`src/rtl/ws2812b_ctrl.sv`:
```
// WS2812B LED strip driver: register-mapped pixel buffer, bit-serial waveform generator and latch timer.
// Optional continuous refresh is compiled in with `define WS2812_LOOP_EN (CTRL bit2 = loop).
module ws2812b_ctrl #(
    parameter int NUM_LEDS = 8,
    parameter int T0H      = 26,
    parameter int T1H      = 51,
    parameter int TBIT     = 80,
    parameter int TRST     = 19200
) (
    input  logic       clk,
    input  logic       rst_n,
    input  logic [7:0] ui_in,
    output logic [7:0] uo_out,
    input  logic [3:0] address,
    input  logic       data_write,
    input  logic [7:0] data_in,
    output logic [7:0] data_out
);

    localparam int         TMAX    = (TRST > TBIT) ? TRST : TBIT;
    localparam int         TW      = $clog2(TMAX);
    localparam logic [7:0] NL8     = 8'(NUM_LEDS);
    localparam logic [3:0] LAST_IX = 4'(NUM_LEDS - 1);

    typedef enum logic [1:0] {S_IDLE, S_LOAD, S_BIT, S_LATCH} state_t;

    state_t          state_q, state_d;
    logic            busy_q, busy_d;
    logic            done_q, done_d;
    logic            err_q, err_d;
    logic            loop_q, loop_d;
    logic [3:0]      index_q, index_d;
    logic [7:0]      count_q, count_d;
    logic [7:0]      g_q, g_d;
    logic [7:0]      r_q, r_d;
    logic [3:0]      pix_q, pix_d;
    logic [3:0]      last_q, last_d;
    logic [23:0]     shift_q, shift_d;
    logic [4:0]      bitn_q, bitn_d;
    logic [TW-1:0]   tmr_q, tmr_d;
    logic            led_q, led_d;

    // Sized to the full 4-bit index space; slots at or above NUM_LEDS are never written.
    logic [15:0][23:0] buf_q;
    logic              buf_we;
    logic [23:0]       buf_wdata;

    logic [7:0]    eff_m1;
    logic [TW-1:0] thigh;

    always_comb begin
        if (count_q == 8'd0 || count_q > NL8) eff_m1 = NL8 - 8'd1;
        else                                  eff_m1 = count_q - 8'd1;
    end

    assign thigh = shift_q[23] ? TW'(T1H) : TW'(T0H);

    always_comb begin
        state_d   = state_q;
        busy_d    = busy_q;
        done_d    = done_q;
        err_d     = err_q;
        loop_d    = loop_q;
        index_d   = index_q;
        count_d   = count_q;
        g_d       = g_q;
        r_d       = r_q;
        pix_d     = pix_q;
        last_d    = last_q;
        shift_d   = shift_q;
        bitn_d    = bitn_q;
        tmr_d     = tmr_q;
        led_d     = 1'b0;
        buf_we    = 1'b0;
        buf_wdata = {g_q, r_q, data_in};

        // Register writes; clear is applied before start so CTRL=0x03 restarts cleanly.
        if (data_write) begin
            case (address)
                4'h0: begin
                    if (data_in[1]) begin
                        done_d = 1'b0;
                        err_d  = 1'b0;
                    end
`ifdef WS2812_LOOP_EN
                    loop_d = data_in[2];
`endif
                    if (data_in[0] && !busy_q) begin
                        state_d = S_LOAD;
                        busy_d  = 1'b1;
                        done_d  = 1'b0;
                        pix_d   = 4'd0;
                        last_d  = eff_m1[3:0];
                    end
                end
                4'h1: begin
                    if (busy_q)              err_d   = 1'b1;
                    else if (data_in < NL8)  index_d = data_in[3:0];
                    else                     index_d = 4'd0;
                end
                4'h2: begin
                    if (busy_q) err_d = 1'b1;
                    else        g_d   = data_in;
                end
                4'h3: begin
                    if (busy_q) err_d = 1'b1;
                    else        r_d   = data_in;
                end
                4'h4: begin
                    if (busy_q) err_d = 1'b1;
                    else begin
                        buf_we  = 1'b1;
                        index_d = (index_q == LAST_IX) ? 4'd0 : index_q + 4'd1;
                    end
                end
                4'h5: begin
                    if (busy_q) err_d   = 1'b1;
                    else        count_d = data_in;
                end
                default: ;
            endcase
        end

        case (state_q)
            S_LOAD: begin
                shift_d = buf_q[pix_q];
                bitn_d  = 5'd0;
                tmr_d   = '0;
                state_d = S_BIT;
            end
            S_BIT: begin
                led_d = (tmr_q < thigh);
                if (tmr_q == TW'(TBIT - 1)) begin
                    tmr_d = '0;
                    if (bitn_q == 5'd23) begin
                        if (pix_q == last_q) begin
                            state_d = S_LATCH;
                        end else begin
                            pix_d   = pix_q + 4'd1;
                            state_d = S_LOAD;
                        end
                    end else begin
                        bitn_d  = bitn_q + 5'd1;
                        shift_d = {shift_q[22:0], 1'b0};
                    end
                end else begin
                    tmr_d = tmr_q + TW'(1);
                end
            end
            S_LATCH: begin
                if (tmr_q == TW'(TRST - 1)) begin
                    tmr_d  = '0;
                    done_d = 1'b1;
                    if (loop_q) begin
                        pix_d   = 4'd0;
                        state_d = S_LOAD;
                    end else begin
                        busy_d  = 1'b0;
                        state_d = S_IDLE;
                    end
                end else begin
                    tmr_d = tmr_q + TW'(1);
                end
            end
            default: ;
        endcase
    end

    always_ff @(posedge clk) begin
        if (!rst_n) begin
            state_q <= S_IDLE;
            busy_q  <= 1'b0;
            done_q  <= 1'b0;
            err_q   <= 1'b0;
            loop_q  <= 1'b0;
            index_q <= 4'd0;
            count_q <= 8'd0;
            g_q     <= 8'd0;
            r_q     <= 8'd0;
            pix_q   <= 4'd0;
            last_q  <= 4'd0;
            shift_q <= 24'd0;
            bitn_q  <= 5'd0;
            tmr_q   <= '0;
            led_q   <= 1'b0;
        end else begin
            state_q <= state_d;
            busy_q  <= busy_d;
            done_q  <= done_d;
            err_q   <= err_d;
            loop_q  <= loop_d;
            index_q <= index_d;
            count_q <= count_d;
            g_q     <= g_d;
            r_q     <= r_d;
            pix_q   <= pix_d;
            last_q  <= last_d;
            shift_q <= shift_d;
            bitn_q  <= bitn_d;
            tmr_q   <= tmr_d;
            led_q   <= led_d;
        end
    end

    always_ff @(posedge clk) begin
        if (!rst_n)      buf_q          <= '0;
        else if (buf_we) buf_q[index_q] <= buf_wdata;
    end

    // Registered line driver keeps the LED data pin glitch-free.
    assign uo_out = {6'b0, led_q, 1'b0};

    always_comb begin
        data_out = 8'h00;
        case (address)
            4'h0:    data_out = {5'b0, err_q, done_q, busy_q};
            4'h1:    data_out = {4'b0, index_q};
            4'h5:    data_out = count_q;
            4'h6:    data_out = ui_in;
            default: data_out = 8'h00;
        endcase
    end

endmodule

```
`config.mk`:
```
export PLATFORM = sky130hd
export DESIGN_NAME = ws2812b_ctrl
export DESIGN_NICKNAME = d
export VERILOG_FILES = /design/src/rtl/ws2812b_ctrl.sv
export SDC_FILE = /design/constraint.sdc
export NUM_CORES = 1
export LEC_CHECK = 0
export BUFFER_PORTS_ARGS = -buffer_cell sky130_fd_sc_hd__buf_2
export CAP_MARGIN = 20
export CORE_UTILIZATION = 55
export DETAILED_ROUTE_END_ITERATION = 7
export GPL_TIMING_DRIVEN = 0
export PLACE_DENSITY = 0.8
export SETUP_SLACK_MARGIN = 0.05
export SLEW_MARGIN = 20
export SYNTH_ARGS = -nofsm -noshare
export SYNTH_HDL_FRONTEND = slang
export SYNTH_SLANG_ARGS = --single-unit
```
`constraint.sdc`:
```
create_clock -name clk -period 2.3 [get_ports clk]
set_clock_uncertainty 0.15 [all_clocks]
set_input_delay 0.46 -clock clk [delete_from_list [all_inputs] [get_ports clk]]
set_output_delay 0.46 -clock clk [all_outputs]
set_load 0.02 [all_outputs]
```
==> impl_results.md <==
- Largest net degree at the start of global routing: 15
- Hold/Removal Path Class: in -> reg
- Post-route clock period utilization: 106%
- Result of the run: finished, violations left
- Initial core utilization: 55.7%
- Synth-to-Final Area Change: 16.5%
- Half-perimeter wire length after detailed placement: 44.5 mm
- Start-to-end type of the worst setup path: reg -> reg
- Synth warnings: 0
- Worst slack after detailed placement: -1.33 ns
- Total standard cell area after synthesis: 20,300 µm²
- Highest ir drop seen on vdd: 0.647 mV
- Clock tree sinks: 470
- Flip-flop cell with the highest count after synthesis: sky130_fd_sc_hd__dfxtp_1
- Relative slew slack: 38.4%
- Endpoints failing hold: 0
- Leakage power figure: 7.73 nW
- DIE AREA: 37,700 µm²
- Number of max-capacitance violations reported: 0
- Die height: 194 µm
- Proportion of layout cells with a drive suffix above 1: 16.9%
- Area of the core: 36,500 µm²
- Antenna-violating nets left: 0
- GR Util All Layers: 33.6%
- Routed vias: 19,000
- Number of design rule violations left after detail routing: 0
- Final Routed Wirelength: 64.1 mm
- Later-pin clock latency in the skew report: 0.61 ns
- Startpoint type of the worst setup path: flop
- Power per cell area: 722 nW/µm²
- Gpl congestion: 0.965
- Count of pins over their slew limit: 0
- CTS Root Cell: sky130_fd_sc_hd__clkbuf_16
- Average wire per standard cell: 21.0 µm
- Iteration count of the initial detailed-routing pass: 7
- Worst Path Max Fanout: 7
- CTS tree: yes
- CP Data Required Time: 2.63 ns
- Timing-limited maximum frequency: 0.409 GHz
- Count of different cell masters after synthesis: 52
- Post-synthesis async set-or-reset flop share: 0%
- Antenna diode count: 0
- Endpoints failing setup: 43
- Wire length of the first global-routing pass: 99.3 mm
- Type of destination of the critical path: flop
- Num ports: 39
- EDFF count, synth: 0
- PnR worst setup slack: -0.145 ns
- Post-synthesis register bit count: 470
- Number of antenna violations at the first check in global routing: 1
- Via-to-Cell Ratio: 6.21
- Horizontal extent of the die: 194 µm
- Share of the yosys chip area belonging to registers: 46.3%
- RSZ-0062 raised after global routing: true
- Gate Count Post-Synth: 2,456
- Filler instances: 2,891
- Number of nets in the final layout: 2,586
- Total overflow reported by the global router: 0
- Clock-pin transition on the worst setup and hold timing paths: 0.06 ns
- Final instance area: 23,700 µm²
- Standard cell area after detailed placement: 21,100 µm²
- Standard-cell rows: 70
- DRC violation total after the first TritonRoute iteration: 2,174
- Post-layout total power: 17.1 mW
- Vias in the first global route: 18,600
- Final worst path period need: 2.44 ns
- Worst Max-Slew Pin Slew: 0.924 ns
- Maximum buffer depth of the clock tree: 3
- H-tree levels: 2
- Arrival time at the worst endpoint: 2.77 ns
- Violated checks: setup timing
- Port buffer count: 27
- Syn_area_per_cell: 8.28 µm²
- TritonCTS buffer count: 48
-- sequential cells by signal, indices dropped and copies added, names as in the netlist, 5 cells and up --
name,flops
buf_q,384
g_q,8
tmr_q,15
bitn_q,5
shift_q,24
r_q,8
count_q,8
-- stage by stage --
stage | utilization [%] | TNS, ns | std cells | hold slack (ns)
floorplan | - | 0 | 2462 | 0.283
global placement | 57.9 | -163.97 | 2957 | 0.288
detailed placement | 57.9 | -182.53 | 2957 | 0.294
CTS | 64.0 | -0.957 | 3054 | 0.149
global route | 64.9 | -5.60 | 3052 | 0.193
finish | 64.9 | -2.83 | 3052 | 0.165
-- synth_stat cells (10+ instances only) --
master | count | area, µm²
sky130_fd_sc_hd__xnor2_1 | 15 | 131
sky130_fd_sc_hd__nor2_1 | 43 | 161
sky130_fd_sc_hd__inv_1 | 13 | 48.8
sky130_fd_sc_hd__a22oi_1 | 57 | 428
sky130_fd_sc_hd__buf_2 | 44 | 220
sky130_fd_sc_hd__a21oi_1 | 485 | 2430
sky130_fd_sc_hd__mux2i_1 | 10 | 100
sky130_fd_sc_hd__ha_1 | 15 | 188
sky130_fd_sc_hd__clkbuf_1 | 188 | 706
sky130_fd_sc_hd__nand2_1 | 815 | 3060
sky130_fd_sc_hd__and3_1 | 15 | 93.8
sky130_fd_sc_hd__dfxtp_1 | 470 | 9410
sky130_fd_sc_hd__and2_1 | 15 | 93.8
sky130_fd_sc_hd__mux4_2 | 96 | 2160
sky130_fd_sc_hd__o21ai_0 | 42 | 210
sky130_fd_sc_hd__nand3_1 | 35 | 175
-- cells in the final DEF (no fill, tap or decap), types with 18 or more instances in the layout --
cell type | synthesis | layout
sky130_fd_sc_hd__a21oi_2 | 0 | 20
sky130_fd_sc_hd__buf_4 | 9 | 52
sky130_fd_sc_hd__clkbuf_4 | 0 | 18
sky130_fd_sc_hd__o21ai_0 | 42 | 23
sky130_fd_sc_hd__clkbuf_2 | 0 | 47
sky130_fd_sc_hd__clkbuf_1 | 188 | 109
sky130_fd_sc_hd__nand2_1 | 815 | 812
sky130_fd_sc_hd__nor2_1 | 43 | 41
sky130_fd_sc_hd__a22oi_1 | 57 | 53
sky130_fd_sc_hd__a21oi_1 | 485 | 463
sky130_fd_sc_hd__dfxtp_1 | 470 | 463
sky130_fd_sc_hd__clkbuf_16 | 0 | 51
sky130_fd_sc_hd__nand3_1 | 35 | 32
sky130_fd_sc_hd__mux4_2 | 96 | 96
sky130_fd_sc_hd__buf_2 | 44 | 35
-- worst paths after layout --
check | startpoint | to | slack [ns] | depth (start not counted)
setup / recovery | tmr_q[7] | shift_q[21] | -0.14 | 7
setup reg to reg | tmr_q[7] | shift_q[21] | -0.14 | 7
hold reg to reg | buf_q[15] | buf_q[15] | 0.30 | 2
hold / removal | data_in[1] | index_q[1] | 0.17 | 3
-- final cells by class --
class	instances	area (µm²)	area share [%]
Clock inverter	23	308	1.30
Timing Repair Buffer	52	424	1.79
Sequential cell	470	9420	39.8
Tap cell	468	586	2.47
Clock buffer	63	1360	5.74
Buffer	230	1320	5.57
Inverter	14	52.6	0.222
Multi-Input combinational cell	1732	10200	43.1
-- logic make-up after synthesis --
family	share of synthesized area, %
other	0.0184
adder cells (fa/ha/maj)	0.923
XOR/XNOR	0.862
multiplexers	11.2
buffers and inverters	5.24
AND/OR/NAND/NOR	19.3
flip-flops	46.3
AO/OA/AOI/OAI	16.1
-- routing by layer --
layer	global-route usage (%)	up-vias	share of wire (%)
met5	0	-	0.020
met3	7.36	283	10
met4	24.3	2	7.3
li1	-	8506	-
met2	51.9	1114	46
met1	41.6	9049	37
-- worst max-delay path, stage by stage, from the launching register on --
cell                        delay (ns)
sky130_fd_sc_hd__dfxtp_2          0.33
sky130_fd_sc_hd__or4_4            0.55
sky130_fd_sc_hd__or4_4            0.55
sky130_fd_sc_hd__o21ai_4          0.19
sky130_fd_sc_hd__buf_12           0.16
sky130_fd_sc_hd__buf_12           0.17
sky130_fd_sc_hd__clkbuf_16        0.17
sky130_fd_sc_hd__a21oi_1          0.06
-- power breakdown --
part	internal, mW	switching, mW	leakage (nW)	total [mW]
clock network	4.95	3.38	0.832	8.33
logic	0.151	0.434	3.11	0.585
registers	8.17	0.0224	3.79	8.19
-- timing repair --
action | in CTS | in global routing
pin swaps | 5 | 7
hold buffers | 0 | 0
setup endpoints to repair | 370 | 378
resized for setup | 158 | 124
buffers inserted | 13 | 7
cloned | 3 | 2
hold endpoints to repair | 0 | 0
Power figures use the tool's default switching activity.
